--- src/rtl/iouart.sv ---
// Memory-mapped 8N1 UART: TX shifter, RX sampler with a 4-deep FIFO,
// a sticky status register and a 16-bit baud divisor on two byte lanes.
module iouart #(
    parameter logic [14:0] ADDRBASE = 15'h0010,
    parameter logic [15:0] DIVRESET = 16'd103
) (
    input  logic        clk,
    input  logic        reset,
    input  logic [14:0] read_addr_even,
    input  logic [14:0] read_addr_odd,
    input  logic [14:0] write_addr_even,
    input  logic [14:0] write_addr_odd,
    input  logic [7:0]  write_data_even,
    input  logic [7:0]  write_data_odd,
    input  logic        write_en_even,
    input  logic        write_en_odd,
    output logic [7:0]  read_data_even,
    output logic [7:0]  read_data_odd,
    output logic        txd,
    input  logic        rxd
);
    localparam logic [14:0] ADDR1 = ADDRBASE + 15'd1;

    typedef enum logic [1:0] {S_IDLE, S_START, S_DATA, S_STOP} state_t;

    logic [15:0] div_q, div_d;
    state_t      tx_state_q, tx_state_d, rx_state_q, rx_state_d;
    logic [15:0] tx_cnt_q, tx_cnt_d, rx_cnt_q, rx_cnt_d;
    logic [2:0]  tx_bit_q, tx_bit_d, rx_bit_q, rx_bit_d;
    logic [7:0]  tx_sh_q, tx_sh_d, rx_sh_q, rx_sh_d;
    logic        rx_s1_q, rx_s2_q, rx_s3_q;
    logic [7:0]  mem_q [4];
    logic [1:0]  head_q, head_d, wptr;
    logic [2:0]  count_q, count_d, count_after_pop;
    logic        ovr_q, ovr_d, fe_q, fe_d;
    logic [7:0]  rd_even_q, rd_even_d, rd_odd_q, rd_odd_d;
    logic        wr_tx, wr_divlo, wr_stat, wr_divhi;
    logic        tx_tick, rx_tick, rx_push, rx_fe_set, pop, push_ok, ovr_set;
    logic [15:0] rx_half_m1;
    logic [7:0]  rxdata, status;

    assign wr_tx    = write_en_even && (write_addr_even == ADDRBASE);
    assign wr_divlo = write_en_even && (write_addr_even == ADDR1);
    assign wr_stat  = write_en_odd  && (write_addr_odd  == ADDRBASE);
    assign wr_divhi = write_en_odd  && (write_addr_odd  == ADDR1);

    always_comb begin
        div_d = div_q;
        if (wr_divlo) div_d[7:0]  = write_data_even;
        if (wr_divhi) div_d[15:8] = write_data_odd;
    end

    // Bit counters count down and reload from DIV at each boundary, so a
    // DIV change lands on the next bit.
    assign tx_tick = (tx_cnt_q == 16'd0);
    always_comb begin
        tx_state_d = tx_state_q;
        tx_cnt_d   = tx_cnt_q;
        tx_bit_d   = tx_bit_q;
        tx_sh_d    = tx_sh_q;
        if (tx_state_q != S_IDLE) tx_cnt_d = tx_tick ? div_q : tx_cnt_q - 16'd1;
        case (tx_state_q)
            S_IDLE: if (wr_tx) begin
                tx_sh_d    = write_data_even;
                tx_cnt_d   = div_q;
                tx_state_d = S_START;
            end
            S_START: if (tx_tick) begin
                tx_state_d = S_DATA;
                tx_bit_d   = 3'd0;
            end
            S_DATA: if (tx_tick) begin
                tx_sh_d  = {1'b0, tx_sh_q[7:1]};
                tx_bit_d = tx_bit_q + 3'd1;
                if (tx_bit_q == 3'd7) tx_state_d = S_STOP;
            end
            default: if (tx_tick) tx_state_d = S_IDLE;
        endcase
    end

    assign txd = (tx_state_q == S_START) ? 1'b0 :
                 (tx_state_q == S_DATA)  ? tx_sh_q[0] : 1'b1;

    // (DIV+1)>>1 clocks to the start-bit sample, expressed as a reload value.
    assign rx_half_m1 = (div_q[0] || div_q == 16'd0) ? (div_q >> 1) : (div_q >> 1) - 16'd1;
    assign rx_tick    = (rx_cnt_q == 16'd0);

    always_comb begin
        rx_state_d = rx_state_q;
        rx_cnt_d   = rx_cnt_q;
        rx_bit_d   = rx_bit_q;
        rx_sh_d    = rx_sh_q;
        rx_push    = 1'b0;
        rx_fe_set  = 1'b0;
        if (rx_state_q != S_IDLE) rx_cnt_d = rx_tick ? div_q : rx_cnt_q - 16'd1;
        case (rx_state_q)
            S_IDLE: if (rx_s3_q && !rx_s2_q) begin
                rx_state_d = S_START;
                rx_cnt_d   = rx_half_m1;
            end
            S_START: if (rx_tick) begin
                rx_state_d = rx_s2_q ? S_IDLE : S_DATA;
                rx_bit_d   = 3'd0;
            end
            S_DATA: if (rx_tick) begin
                rx_sh_d  = {rx_s2_q, rx_sh_q[7:1]};
                rx_bit_d = rx_bit_q + 3'd1;
                if (rx_bit_q == 3'd7) rx_state_d = S_STOP;
            end
            default: if (rx_tick) begin
                rx_push    = 1'b1;
                rx_fe_set  = !rx_s2_q;
                rx_state_d = S_IDLE;
            end
        endcase
    end

    // A same-cycle pop frees the slot before the push is judged.
    assign pop             = wr_stat && write_data_odd[7] && (count_q != 3'd0);
    assign count_after_pop = count_q - {2'b0, pop};
    assign push_ok         = rx_push && (count_after_pop != 3'd4);
    assign ovr_set         = rx_push && (count_after_pop == 3'd4);
    assign wptr            = head_q + count_q[1:0];
    assign count_d         = count_after_pop + {2'b0, push_ok};
    assign head_d          = head_q + {1'b0, pop};
    assign ovr_d           = (ovr_q & ~(wr_stat & write_data_odd[2])) | ovr_set;
    assign fe_d            = (fe_q  & ~(wr_stat & write_data_odd[3])) | rx_fe_set;

    assign rxdata = (count_q != 3'd0) ? mem_q[head_q] : 8'h00;
    assign status = {1'b0, count_q, fe_q, ovr_q, count_q != 3'd0, tx_state_q != S_IDLE};

    always_comb begin
        rd_even_d = 8'h00;
        rd_odd_d  = 8'h00;
        if (read_addr_even == ADDRBASE)   rd_even_d = rxdata;
        else if (read_addr_even == ADDR1) rd_even_d = div_q[7:0];
        if (read_addr_odd == ADDRBASE)    rd_odd_d  = status;
        else if (read_addr_odd == ADDR1)  rd_odd_d  = div_q[15:8];
    end

    always_ff @(posedge clk) begin
        if (!reset) begin
            div_q      <= DIVRESET;
            tx_state_q <= S_IDLE;
            tx_cnt_q   <= 16'd0;
            tx_bit_q   <= 3'd0;
            tx_sh_q    <= 8'h00;
            rx_state_q <= S_IDLE;
            rx_cnt_q   <= 16'd0;
            rx_bit_q   <= 3'd0;
            rx_sh_q    <= 8'h00;
            rx_s1_q    <= 1'b1;
            rx_s2_q    <= 1'b1;
            rx_s3_q    <= 1'b1;
            head_q     <= 2'd0;
            count_q    <= 3'd0;
            ovr_q      <= 1'b0;
            fe_q       <= 1'b0;
            rd_even_q  <= 8'h00;
            rd_odd_q   <= 8'h00;
        end else begin
            div_q      <= div_d;
            tx_state_q <= tx_state_d;
            tx_cnt_q   <= tx_cnt_d;
            tx_bit_q   <= tx_bit_d;
            tx_sh_q    <= tx_sh_d;
            rx_state_q <= rx_state_d;
            rx_cnt_q   <= rx_cnt_d;
            rx_bit_q   <= rx_bit_d;
            rx_sh_q    <= rx_sh_d;
            rx_s1_q    <= rxd;
            rx_s2_q    <= rx_s1_q;
            rx_s3_q    <= rx_s2_q;
            head_q     <= head_d;
            count_q    <= count_d;
            ovr_q      <= ovr_d;
            fe_q       <= fe_d;
            rd_even_q  <= rd_even_d;
            rd_odd_q   <= rd_odd_d;
        end
    end

    always_ff @(posedge clk) begin
        if (push_ok) mem_q[wptr] <= rx_sh_q;
    end

    assign read_data_even = rd_even_q;
    assign read_data_odd  = rd_odd_q;
endmodule

--- config.mk ---
export PLATFORM = sky130hd
export DESIGN_NAME = iouart
export DESIGN_NICKNAME = d
export VERILOG_FILES = /design/src/rtl/iouart.sv
export SDC_FILE = /design/constraint.sdc
export NUM_CORES = 1
export LEC_CHECK = 0
export BUFFER_PORTS_ARGS = -buffer_cell sky130_fd_sc_hd__buf_2
export CORE_MARGIN = 1.5
export CORE_UTILIZATION = 53
export DETAILED_ROUTE_END_ITERATION = 8
export GPL_TIMING_DRIVEN = 0
export HOLD_SLACK_MARGIN = 0.1
export PLACE_DENSITY_LB_ADDON = 0.08
export SETUP_SLACK_MARGIN = 0.2
export SLEW_MARGIN = 20
export SYNTH_ARGS = -nofsm -noshare
export SYNTH_HDL_FRONTEND = slang
export SYNTH_SLANG_ARGS = --single-unit
--- constraint.sdc ---
create_clock -name clk -period 4.2 [get_ports clk]
set_clock_uncertainty 0.15 [all_clocks]
set_input_delay 0.84 -clock clk [delete_from_list [all_inputs] [get_ports clk]]
set_output_delay 0.84 -clock clk [all_outputs]
set_load 0.005 [all_outputs]
Yosys cells after proc, flatten, opt, wreduce, memory -nomap -nowiden
Memory sizes are Yosys's and may differ from the RTL's. A register that Yosys moved wholly into a read port is not among the register bits.
Index checks and enable logic that the tools add are counted.
{"block": "totals", "ff_bits": 100, "out_inout_bits": 17, "ram_bits": 32, "memories": 1}
{"block": "classes", "eq_ne": 24, "n_reduce_logical": 32, "n_bitwise": 10, "muxes": 45, "n_addsub": 9}
{"memory": "mem_q", "depth": 4, "width": 8, "rd": 1, "rd_clocked_by_memory_dff": 1, "write_ports": 1, "line_no": "32", "source": "logic [7:0] mem_q [4];"}
{"op": "$mux 16", "n": 9}
{"op": "$eq 15x5->1 const B", "n": 8}
{"op": "$logic_not 16->1", "n": 3}
{"op": "$mux 8", "n": 5}
{"op": "$sub 16x1->16 const B", "n": 2}
{"op": "$mux 2", "n": 12}
{"op": "$ne 2x2->1 const B", "n": 8}
{"op": "$pmux 8 s2", "n": 1}
{"op": "$sub 15x1->16 const B", "n": 1}
{"op": "$mux 7", "n": 2}
{"op": "$reduce_bool 2->1", "n": 7}
{"op": "$mux 3", "n": 4}
{"op": "$pmux 2 s3", "n": 2}
{"op": "$pmux 3 s2", "n": 2}
{"op": "$reduce_and 5->1", "n": 2}
{"op": "$eq 3x3->1 const B", "n": 3}
{"op": "$logic_and 1x1->1", "n": 9}
{"op": "$reduce_and 3->1", "n": 3}
{"op": "$mux 1", "n": 8}
{"op": "$add 3x1->3 const B", "n": 2}
{"op": "$reduce_or 3->1", "n": 2}
{"op": "$and 1x1->1", "n": 4}
{"op": "$eq 2x1->1 const B", "n": 2}
{"op": "$eq 2x2->1 const B", "n": 2}
{"op": "other kinds (12)", "n": 17}

Depth between registers and ports, before layout
Gate-level depths: netlist (run 1).
{"block": "logic_depth", "ltp_word": 9, "ltp_mapped": 13}

Worst setup path after synthesis (run 1)
Ideal clock, no wire load.
{"block": "synth_timing", "path_kind": "input port to flip-flop", "startpoint": "input write_addr_odd[5]", "endpoint": "memory mem_q[1][0] (enable)", "setup_time_ns": 0.385, "path_buffers": 0, "cell_stages": 9, "arrival_time_ns": 3.250, "slack_ns": 0.415, "path_cell_list": "nor4bb_1 > nand4_1 > nor4b_1 > ha_1 > ha_1 > xor2_1 > and3_1 > or2_1 > nor3b_1"}
{"block": "synth_via", "elab_chain_cells": 9}
{"element": "from (decl)", "line_no": "12", "source": "input logic [14:0] write_addr_odd,"}
{"element": "$eq 15x5->1", "line_no": "44", "source": "assign wr_stat = write_en_odd && (write_addr_odd == ADDRBASE);"}
{"element": "$logic_and 1x1->1", "line_no": "44"}
{"element": "$logic_and 1x1->1 (2 in a row)", "line_no": "119", "source": "assign pop = wr_stat && write_data_odd[7] && (count_q != 3'd0);"}
{"element": "$sub 3x1->3", "line_no": "120", "source": "assign count_after_pop = count_q - {2'b0, pop};"}
{"element": "$ne 3x3->1", "line_no": "121", "source": "assign push_ok = rx_push && (count_after_pop != 3'd4);"}
{"element": "$logic_and 1x1->1", "line_no": "121"}
{"element": "$mux 1", "line_no": "184", "source": "if (push_ok) mem_q[wptr] <= rx_sh_q;"}
{"element": "$mux 1 (not written as such)", "line_no": "184"}
{"element": "to (decl)", "line_no": "32"}
No other way between the ends.

Final worst setup path (run 1)
{"block": "layout_timing", "startpoint": "input write_addr_odd[5]", "endpoint": "register count_q[2]"}
{"block": "layout_via", "elab_chain_cells": 8}
{"element": "$eq 15x5->1 *", "line_no": "44"}
{"element": "$logic_and 1x1->1 *", "line_no": "44"}
{"element": "$logic_and 1x1->1 * (2 in a row)", "line_no": "119"}
{"element": "$sub 3x1->3 *", "line_no": "120"}
{"element": "$ne 3x3->1", "line_no": "121"}
{"element": "$logic_and 1x1->1", "line_no": "121"}
{"element": "$add 3x1->3 *", "line_no": "124", "source": "assign count_d = count_after_pop + {2'b0, push_ok};"}
{"element": "to (signal assigned)", "line_no": "175", "source": "count_q <= count_d;"}
{"element": "to (decl)", "line_no": "34", "source": "logic [2:0] count_q, count_d, count_after_pop;"}
Mark *: on every way between the ends. The rest lies on a longest branch, timed or not.
A chain may end at the register's enable or synchronous reset.

==> results of run 1 <==
kinds of logic after synthesis:
logic type,Yosys count
simple gates,262
fa+ha+maj,17
mux,53
buf+inv,68
flops,132
compound gates,151
xor+xnor,20
state kept, by name, summed over array words and instances (netlist names), 3 cells and up:
name,cells
tx_sh_q,8
rx_sh_q,8
rx_cnt_q,16
read_data_odd,8
read_data_even,8
rx_bit_q,3
mem_q,32
tx_cnt_q,16
div_q,16
count_q,3
tx_bit_q,3
worst register-to-register path, stage by stage, from the launching register on:
cell and delay, ps:
dfxtp_1 330, or3_4 420, nor4_1 860, nand4_1 310
or2_4 370, nor3b_4 500
through the flow:
stage          cells  util, %
3_3_place_gp     971    59.55
3_5_place_dp     971    59.71
6_report        1003    64.44
4_1_cts         1003    64.13
2_1_floorplan    703        -
5_1_grt         1003    64.44
layout by cell type, fill, tap and decap left out, drive strengths merged, types with 4 or more instances in the layout:
master,instances
nor3b,5
or3,8
nor4,18
dfxtp,100
or4,9
nor4b,10
o211ai,7
and2,8
o31ai,6
nor2,43
clkbuf,53
edfxtp,32
o211a,8
nor3,26
o22ai,8
nand4,15
nand2b,10
nand3,11
mux4,8
o21a,4
nand3b,5
o221ai,7
o21ai,36
a211oi,5
mux2i,43
a31oi,4
a21boi,4
inv,34
buf,104
or2,5
xnor2,13
a21oi,23
and3,4
ha,17
nor2b,27
xor2,7
a22oi,13
nand2,54
where the power goes:
part,internal (mW),switching [mW]
logic,0.141,0.202
clock network,0.790,0.618
registers,1.31,0.0241
final cells by class:
type	count	area share, %
well taps	172	2.657
plain buffers	43	2.425
repair buffers	96	5.932
multi-input cells	503	44.38
inverters	25	1.159
clock buffers	19	5.469
clock inverters	13	1.390
flip-flops and latches	132	36.58
layer usage:
layer  track usage, %  vias to the layer above
li1                 -                     2869
met1            37.18                     2922
met2            49.49                      262
met3            6.175                       55
met4            15.61                        0
met5                0                        -
final timing paths:
check	startpoint	end	slack (ps)	cells past startpoint
max	write_addr_odd[5]	count_q[2]	640	14
max reg2reg	rx_cnt_q[12]	mem_q[0][7]	900	5
min reg2reg	rx_s1_q	rx_s2_q	260	1
min	rx_s1_q	rx_s2_q	260	1
repair_timing:
action,4_1_cts,5_1_grt
buffers inserted,0,0
resized for setup,0,6
endpoints found under the setup margin,0,34
hold buffers,0,0
==> results.json, run 1 <==
{
  "fin_crit_sh_pct": 84.74,
  "maxSlewHeadroom_pct": 24.84,
  "async_flop_share_pct": 0,
  "synth_simple_gate_area_share_pct": 21.65,
  "routed_via_density": 6.090,
  "synth_area_leader_cell": "dfxtp_1",
  "fin_crit_ps": 3559,
  "synth_top_family_by_area": "simple AND/OR/NAND/NOR gates",
  "synth-seq-cells": 132,
  "fin_area_um2": 8099,
  "setup_violations": 0,
  "nets": 916,
  "leakagePower_nw": 3.361,
  "cp-start-kind": "primary input",
  "synth_compound_area_share_pct": 15.39,
  "antennaDiodeCount": 0,
  "outcome": "finished clean",
  "first_global_vias": 5817,
  "io_pins": 98,
  "portBuffers": 96,
  "dr_total_vias": 6108,
  "rows": 41,
  "synthCells": 703,
  "grt.total_usage_pct": 29.96,
  "dieHeight_um": 116.2,
  "cts-root-buf": "clkbuf_16",
  "dr.pass1.iters": 6,
  "die-area_um2": 13500,
  "synth_top_area_share_pct": 29.49,
  "p_total_mw": 3.088,
  "fp.coreArea_um2": 12570,
  "hpwl_um": 13610,
  "avgRoutedWirePerCell_um": 19.28,
  "drtIter0Drc": 505,
  "slowest_stage": "nor4b_2",
  "max_cap_violations": 0,
  "cp_common_cell": "ha_1",
  "worstSkewPairLatency_ps": 430,
  "tightestPinTransition_ps": 1117,
  "rsz0062_at_grt": "false",
  "grt_max_degree": 17,
  "wl_um": 19330,
  "wl_met2_um": 9152,
  "synthTopCellsByArea": "dfxtp_1 (29%), edfxtp_1 (14%), mux2i_1 (6.3%), ha_1 (3.1%), nand2_1 (3.0%)",
  "area.growth.synth_to_final_pct": 19.30,
  "crit_chain": "buf_2 > nor4bb_1 > nand4_1 > nor4b_2 > ha_1 > ha_1 > xor2_1 > and3_1 > or2_4 > inv_1 > ha_1 > ha_1 > xor2_1 > and2_1",
  "ys_warn_count": 0,
  "yosysSeqAreaShare_pct": 43.64,
  "arrival_ps": 3740,
  "place_area_um2": 7505,
  "slew_violations": 0,
  "gp_congestion": 0.8902,
  "synthXorXnorAreaFrac_pct": 2.580,
  "grt-ovfl-total": 0,
  "clockBufferDepth": 2,
  "synth_edf_count": 32,
  "antenna_found_initial": 0,
  "avgSynthCellArea_um2": 9.657,
  "met3_length_um": 1264,
  "wl_met1_um": 8146,
  "ys.flop_type": "dfxtp_1",
  "drive_above_1_share_pct": 20.22,
  "synth_common_cells": "dfxtp_1 (100), nand2_1 (54), mux2i_1 (43), nor2_1 (43), o21ai_0 (36)",
  "hold_path_class": "flop to flop",
  "synthMostInstantiatedCell": "dfxtp_1",
  "top_layer": "met4",
  "synth_cell_type_count": 69,
  "vdd_drop_max_v": 0.0003130,
  "cts_max_level": 4,
  "max_clock_freq_ghz": 0.2810,
  "clk_pin_slew_ps": 60,
  "critPathKind": "primary input to flop",
  "syn_area_um2": 6789,
  "die_w_um": 116.2,
  "drc": 0,
  "numCtsBuffers": 17,
  "end_kind": "flop",
  "hold_violations": 0,
  "multi_input_area_um2": 3595,
  "cpLargestDelayFamily": "simple AND/OR/NAND/NOR gates",
  "cts_tree": "done",
  "initial_core_util_pct": 54.02,
  "synthMuxAreaShare_pct": 9.325,
  "max_stage_delay_ps": 450,
  "holdWs_ps": 262.3,
  "detail-route-antenna-nets": 0,
  "pwr_density_cell_nw_per_um2": 381.3,
  "regArea_um2": 2963,
  "grt_pass1_wl_um": 30080,
  "pre_cts_slack_ps": -233.2,
  "synth_fp_nets": 801,
  "cp_num_buf_inv": 2,
  "tns_ps": 0,
  "cts.sink_count": 132,
  "required_ps": 4380,
  "post_synth_fa_ha_maj_area_fraction_pct": 3.133,
  "fill_cells": 1060,
  "worst_slack_ps": 641.0,
  "path_max_fanout": 5
}
No activity file was read; power rests on OpenSTA's default activity.
==> inputs of run 2 (changes only) <==
--- a/config.mk
+++ b/config.mk
@@ -7,7 +7,7 @@
 export LEC_CHECK = 0
 export BUFFER_PORTS_ARGS = -buffer_cell sky130_fd_sc_hd__buf_2
 export CORE_MARGIN = 1.5
-export CORE_UTILIZATION = 53
+export CORE_UTILIZATION = 52
 export DETAILED_ROUTE_END_ITERATION = 8
 export GPL_TIMING_DRIVEN = 0
 export HOLD_SLACK_MARGIN = 0.1
==> constraint.sdc (replaced) <==
create_clock -name clk -period 2.9 [get_ports clk]
set_clock_uncertainty 0.15 [all_clocks]
set_input_delay 0.58 -clock clk [delete_from_list [all_inputs] [get_ports clk]]
set_output_delay 0.58 -clock clk [all_outputs]
set_load 0.005 [all_outputs]
==> run 2 against run 1 <==
The flow now finishes with violations (setup timing). Count of clock-buffer cells in the layout did not move. Global-route usage about the same. Sequential power rose by 45%. Core utilization is 2.2 points higher. Worst hold slack got worse by 74 ps. Wire length is 2.2% higher. Sequential share of layout area down 1.5 points. Non-clock buffer count rose by 19. Register-to-register slack got worse by 1000 ps. Largest cell class unchanged.
==> results.json, run 2 (synthesis results as in run 1) <==
{
  "fin_area_um2": 8447,
  "end_kind": "flop",
  "r2r-start": "rx_cnt_q[0]",
  "dieHeight_um": 117.3,
  "cts-hold-fix-buffers": 0,
  "grt_pass1_wl_um": 30380,
  "routed_via_density": 6.045,
  "drc": 0,
  "gp_congestion": 0.9407,
  "use_met2_pct": 46.63,
  "dp_cells": 971,
  "outcome": "finished with violations",
  "die-area_um2": 13750,
  "grtUsageMet3_pct": 8.290,
  "met1_usage_pct": 37.42,
  "cts_max_level": 4,
  "antenna_found_initial": 0,
  "rows": 41,
  "fill_cells": 1038,
  "slowest_stage": "nor4b_4",
  "initial_core_util_pct": 53.58,
  "hold_path_class": "primary input to flop",
  "violations": "setup timing",
  "max_clock_freq_ghz": 0.3305,
  "tightestPinTransition_ps": 1040,
  "leakagePower_nw": 3.497,
  "grt_max_degree": 17,
  "maxSlewHeadroom_pct": 30.10,
  "worstSkewPairLatency_ps": 430,
  "clk_pin_slew_ps": 60,
  "place_area_um2": 7513,
  "critPathKind": "primary input to flop",
  "dr.pass1.iters": 5,
  "antennaDiodeCount": 0,
  "cpLargestDelayFamily": "simple AND/OR/NAND/NOR gates",
  "fin_crit_ps": 3026,
  "busiest_layer": "met2",
  "largest-register": "mem_q",
  "vdd_drop_max_v": 0.0005034,
  "avgRoutedWirePerCell_um": 19.33,
  "arrival_ps": 3020,
  "fp.coreArea_um2": 12670,
  "nets": 935,
  "cp-start-kind": "primary input",
  "area.growth.synth_to_final_pct": 24.42,
  "first_global_vias": 5885,
  "largest_reg_flops": 32,
  "max_stage_delay_ps": 360,
  "grt.total_usage_pct": 29.99,
  "required_ps": 2900,
  "drtIter0Drc": 599,
  "crit_chain": "buf_2 > nor4_2 > nand4_1 > nor4b_4 > ha_2 > ha_4 > xor2_2 > and3_4 > or2_4 > buf_4 > nor3b_4 > buf_12",
  "postLayoutCoreUtil_pct": 66.66,
  "pwr_density_cell_nw_per_um2": 531.7,
  "final_common_cell": "dfxtp_1",
  "min_from": "rxd",
  "io_pins": 98,
  "slew_violations": 0,
  "cp_num_buf_inv": 3,
  "max_cap_violations": 0,
  "cts-root-buf": "clkbuf_16",
  "dr_total_vias": 6178,
  "wl_um": 19760,
  "fin_crit_sh_pct": 104.3,
  "startpoint": "write_addr_odd[9]",
  "die_w_um": 117.3,
  "worst_slack_ps": -125.5,
  "cts.sink_count": 132,
  "drive_above_1_share_pct": 23.88,
  "multi_input_area_um2": 3735,
  "clockBufferDepth": 2,
  "grt-ovfl-total": 0,
  "portBuffers": 96,
  "path_max_fanout": 8,
  "hpwl_um": 13460,
  "detail-route-antenna-nets": 0,
  "rsz0062_at_grt": "true",
  "setup_violations": 33,
  "most-common-layout-cells": "dfxtp_1 (100), buf_2 (99), nand2_1 (54), nor2_1 (43), mux2i_1 (43)",
  "instances_no_fill": 1022,
  "holdWs_ps": 188.4,
  "cts_tree": "done",
  "regArea_um2": 2963,
  "hold_violations": 0,
  "numCtsBuffers": 17
}
==> run 2: cell count changes in the layout (fill, tap and decap cells not counted), sizes merged <==
| cell | change |
|---|---|
| buf | +19 |
| clkinv | +2 |
| clkinvlp | -1 |
| inv | -1 |
==> run 2: per-stage QoR <==
step           setup TNS [ps]  setup slack, ps  total power, mW
2_1_floorplan           -8838           -264.3            2.293
3_3_place_gp           -31500           -935.4            2.452
3_5_place_dp           -35830            -1064            2.458
4_1_cts                 -1234           -59.82            4.481
5_1_grt                 -5880           -209.5            4.625
6_report                -2812           -125.5            4.491
==> run 2: what timing repair did <==
action	CTS	global route
endpoints found under the setup margin	45	54
gates resized for setup	27	8
pin swaps	14	11
buffers inserted	17	2
==> run 2: final timing paths <==
kind | cells after the start | to | slack, ps
worst max-delay path | 12 | mem_q[1][0] | -130
worst min-delay path | 2 | rx_s1_q | 190
worst max register to register | 9 | mem_q[1][0] | -110
worst min register to register | 1 | rx_s2_q | 260
==> run 2: report_power, final <==
| group | total (mW) | switching, mW | internal, mW |
|---|---|---|---|
| combinational | 0.526 | 0.306 | 0.220 |
| sequential | 1.94 | 0.0381 | 1.90 |
| clock | 2.03 | 0.885 | 1.14 |
| total | 4.49 | 1.23 | 3.26 |
==> run 2: layout make-up <==
type	count	share of cell area, %
Multi-Input combinational cell	503	44.22
Sequential cell	132	35.08
Timing Repair Buffer	115	8.147
Clock buffer	19	5.244
Tap cell	172	2.548
Buffer	43	2.326
Clock inverter	13	1.333
Inverter	25	1.111
==> run 2: layer usage <==
metal  part of all wire, %  vias to the layer above
met4                   4.8                        0
li1                      -                     2892
met2                    45                      300
met1                    41                     2927
met3                   9.4                       59
met5                     0                        -
==> inputs of run 3 (changes only) <==
--- a/config.mk
+++ b/config.mk
@@ -6,8 +6,9 @@
 export NUM_CORES = 1
 export LEC_CHECK = 0
 export BUFFER_PORTS_ARGS = -buffer_cell sky130_fd_sc_hd__buf_2
-export CORE_MARGIN = 1.5
+export CORE_MARGIN = 2
 export CORE_UTILIZATION = 52
+export CTS_CLUSTER_SIZE = 14
 export DETAILED_ROUTE_END_ITERATION = 8
 export GPL_TIMING_DRIVEN = 0
 export HOLD_SLACK_MARGIN = 0.1
==> run 3 against run 2 <==
The flow still finishes with violations (setup timing). Worst hold slack improved by 5.6 ps. Sequential power hardly changed. Final cell count down 0.78%. Clock power up 6%. Wire length shrank 4.2%. Largest cell class unchanged. Largest power group unchanged.
==> results.json, run 3 (synthesis results as in run 1) <==
{
  "outcome": "finished with violations",
  "violations": "setup timing",
  "rrSetupSlack_ps": -30,
  "avgRoutedWirePerCell_um": 18.68,
  "largest-register": "mem_q",
  "end_kind": "flop",
  "cts-root-buf": "clkbuf_16",
  "wl_met2_um": 8906,
  "fp.coreArea_um2": 12670,
  "clk_pin_slew_ps": 60,
  "hpwl_um": 13540,
  "io_pins": 98,
  "dr.pass1.iters": 5,
  "final_common_cell": "dfxtp_1",
  "r2r-start": "count_q[0]",
  "cp-start-kind": "primary input",
  "first_global_vias": 5869,
  "drtIter0Drc": 522,
  "gp_congestion": 0.9189,
  "nets": 928,
  "cts.sink_count": 132,
  "rows": 41,
  "portBuffers": 96,
  "dieHeight_um": 118.3,
  "rsz0062_at_grt": "true",
  "slew_violations": 0,
  "die-area_um2": 13990,
  "cts_tree": "done",
  "vdd_drop_max_v": 0.0004986,
  "initial_core_util_pct": 53.58,
  "cts_max_level": 4,
  "max_clock_freq_ghz": 0.3385,
  "fin_crit_ps": 2954,
  "p_total_mw": 4.627,
  "area.growth.synth_to_final_pct": 24.27,
  "min_from": "rxd",
  "tightestPinTransition_ps": 1098,
  "most-common-layout-cells": "dfxtp_1 (100), buf_2 (98), nand2_1 (54), nor2_1 (43), mux2i_1 (43)",
  "path_max_fanout": 8,
  "cts-hold-fix-buffers": 0,
  "detail-route-antenna-nets": 0,
  "drive_above_1_share_pct": 23.16,
  "hold_violations": 0,
  "critPathKind": "primary input to flop",
  "worstSkewPairLatency_ps": 430,
  "met3_length_um": 1302,
  "fin_crit_sh_pct": 101.9,
  "die_w_um": 118.3,
  "rr_endpoint": "mem_q[0][1]",
  "reg2reg_depth": 10,
  "pwr_density_cell_nw_per_um2": 548.4,
  "whs_path_depth": 2,
  "grt.total_usage_pct": 27.36,
  "clockBufferDepth": 2,
  "numCtsBuffers": 17,
  "hold_path_class": "primary input to flop",
  "pre_cts_slack_ps": -1006,
  "maxSlewHeadroom_pct": 26.15,
  "wl_met1_um": 7971,
  "place_area_um2": 7520,
  "top_layer": "met4",
  "fin_area_um2": 8437,
  "drc": 0,
  "antennaDiodeCount": 0,
  "arrival_ps": 2950,
  "wl_um": 18940,
  "min_to": "rx_s1_q",
  "fill_cells": 1029,
  "dr_total_vias": 6153,
  "grt_max_degree": 17,
  "grt_pass1_wl_um": 30080,
  "antenna_found_initial": 0,
  "routed_via_density": 6.068,
  "leakagePower_nw": 3.477,
  "required_ps": 2890,
  "worst_slack_ps": -53.94,
  "postLayoutCoreUtil_pct": 66.58,
  "max_cap_violations": 0,
  "setup_violations": 24,
  "grt-ovfl-total": 0,
  "largest_reg_flops": 32
}
run 3: metrics by stage:
step / hold WS (ps) / std cells / setup TNS [ps]
after global placement: 259.4 / 971 / -29860
after global routing: 200.6 / 1014 / -4210
after CTS: 186.9 / 1013 / -847.4
after detailed placement: 266.1 / 971 / -33310
after floorplan: 236.3 / 703 / -8838
final: 194.0 / 1014 / -819.5
run 3: worst max-delay path by stage:
stage                            from          end  cells past startpoint
floorplan           write_addr_odd[9]  mem_q[0][0]                      9
global placement    write_addr_odd[9]  mem_q[2][4]                     10
detailed placement  write_addr_odd[9]  mem_q[0][3]                     10
CTS                 write_addr_odd[7]  mem_q[0][2]                     11
global route        write_addr_odd[1]  mem_q[0][1]                     12
finish              write_addr_odd[5]  mem_q[0][1]                     12
run 3: final cells by class:
type	count	area, um2	area share (%)
Tap cell	172	215.2	2.551
Clock inverter	13	147.6	1.750
Clock buffer	18	439.2	5.205
Inverter	25	93.84	1.112
Sequential cell	132	2963	35.12
Timing Repair Buffer	108	650.6	7.712
Multi-Input combinational cell	503	3730	44.21
Buffer	43	197.7	2.343
run 3: worst max-delay path, stage by stage:
cell and delay (ps):
buf_6 90, nor4bb_4 280, nand4_1 210, nor4b_4 350, ha_2 250, ha_4 130
xor2_2 60, and3_4 180, or2_4 280, buf_6 130, nor3b_4 220, buf_12 170
run 3: layer usage:
metal / track usage [%] / vias up
li1: - / 2893
met5: 0 / -
met4: 12.50 / 0
met3: 5.405 / 59
met2: 44.87 / 274
met1: 34.84 / 2927
run 3: report_power, final:
group / leakage (nW) / switching [mW] / total, mW / internal [mW]
clock: 0.284 / 0.852 / 2.15 / 1.30
combinational: 2.09 / 0.312 / 0.540 / 0.228
sequential: 1.10 / 0.0358 / 1.94 / 1.90
total: 3.48 / 1.20 / 4.63 / 3.43
run 3: repair_timing:
action / 4_1_cts / 5_1_grt
pin swaps: 13 / 12
gates resized for setup: 21 / 14
endpoints found under the setup margin: 54 / 73
setup buffers: 11 / 1
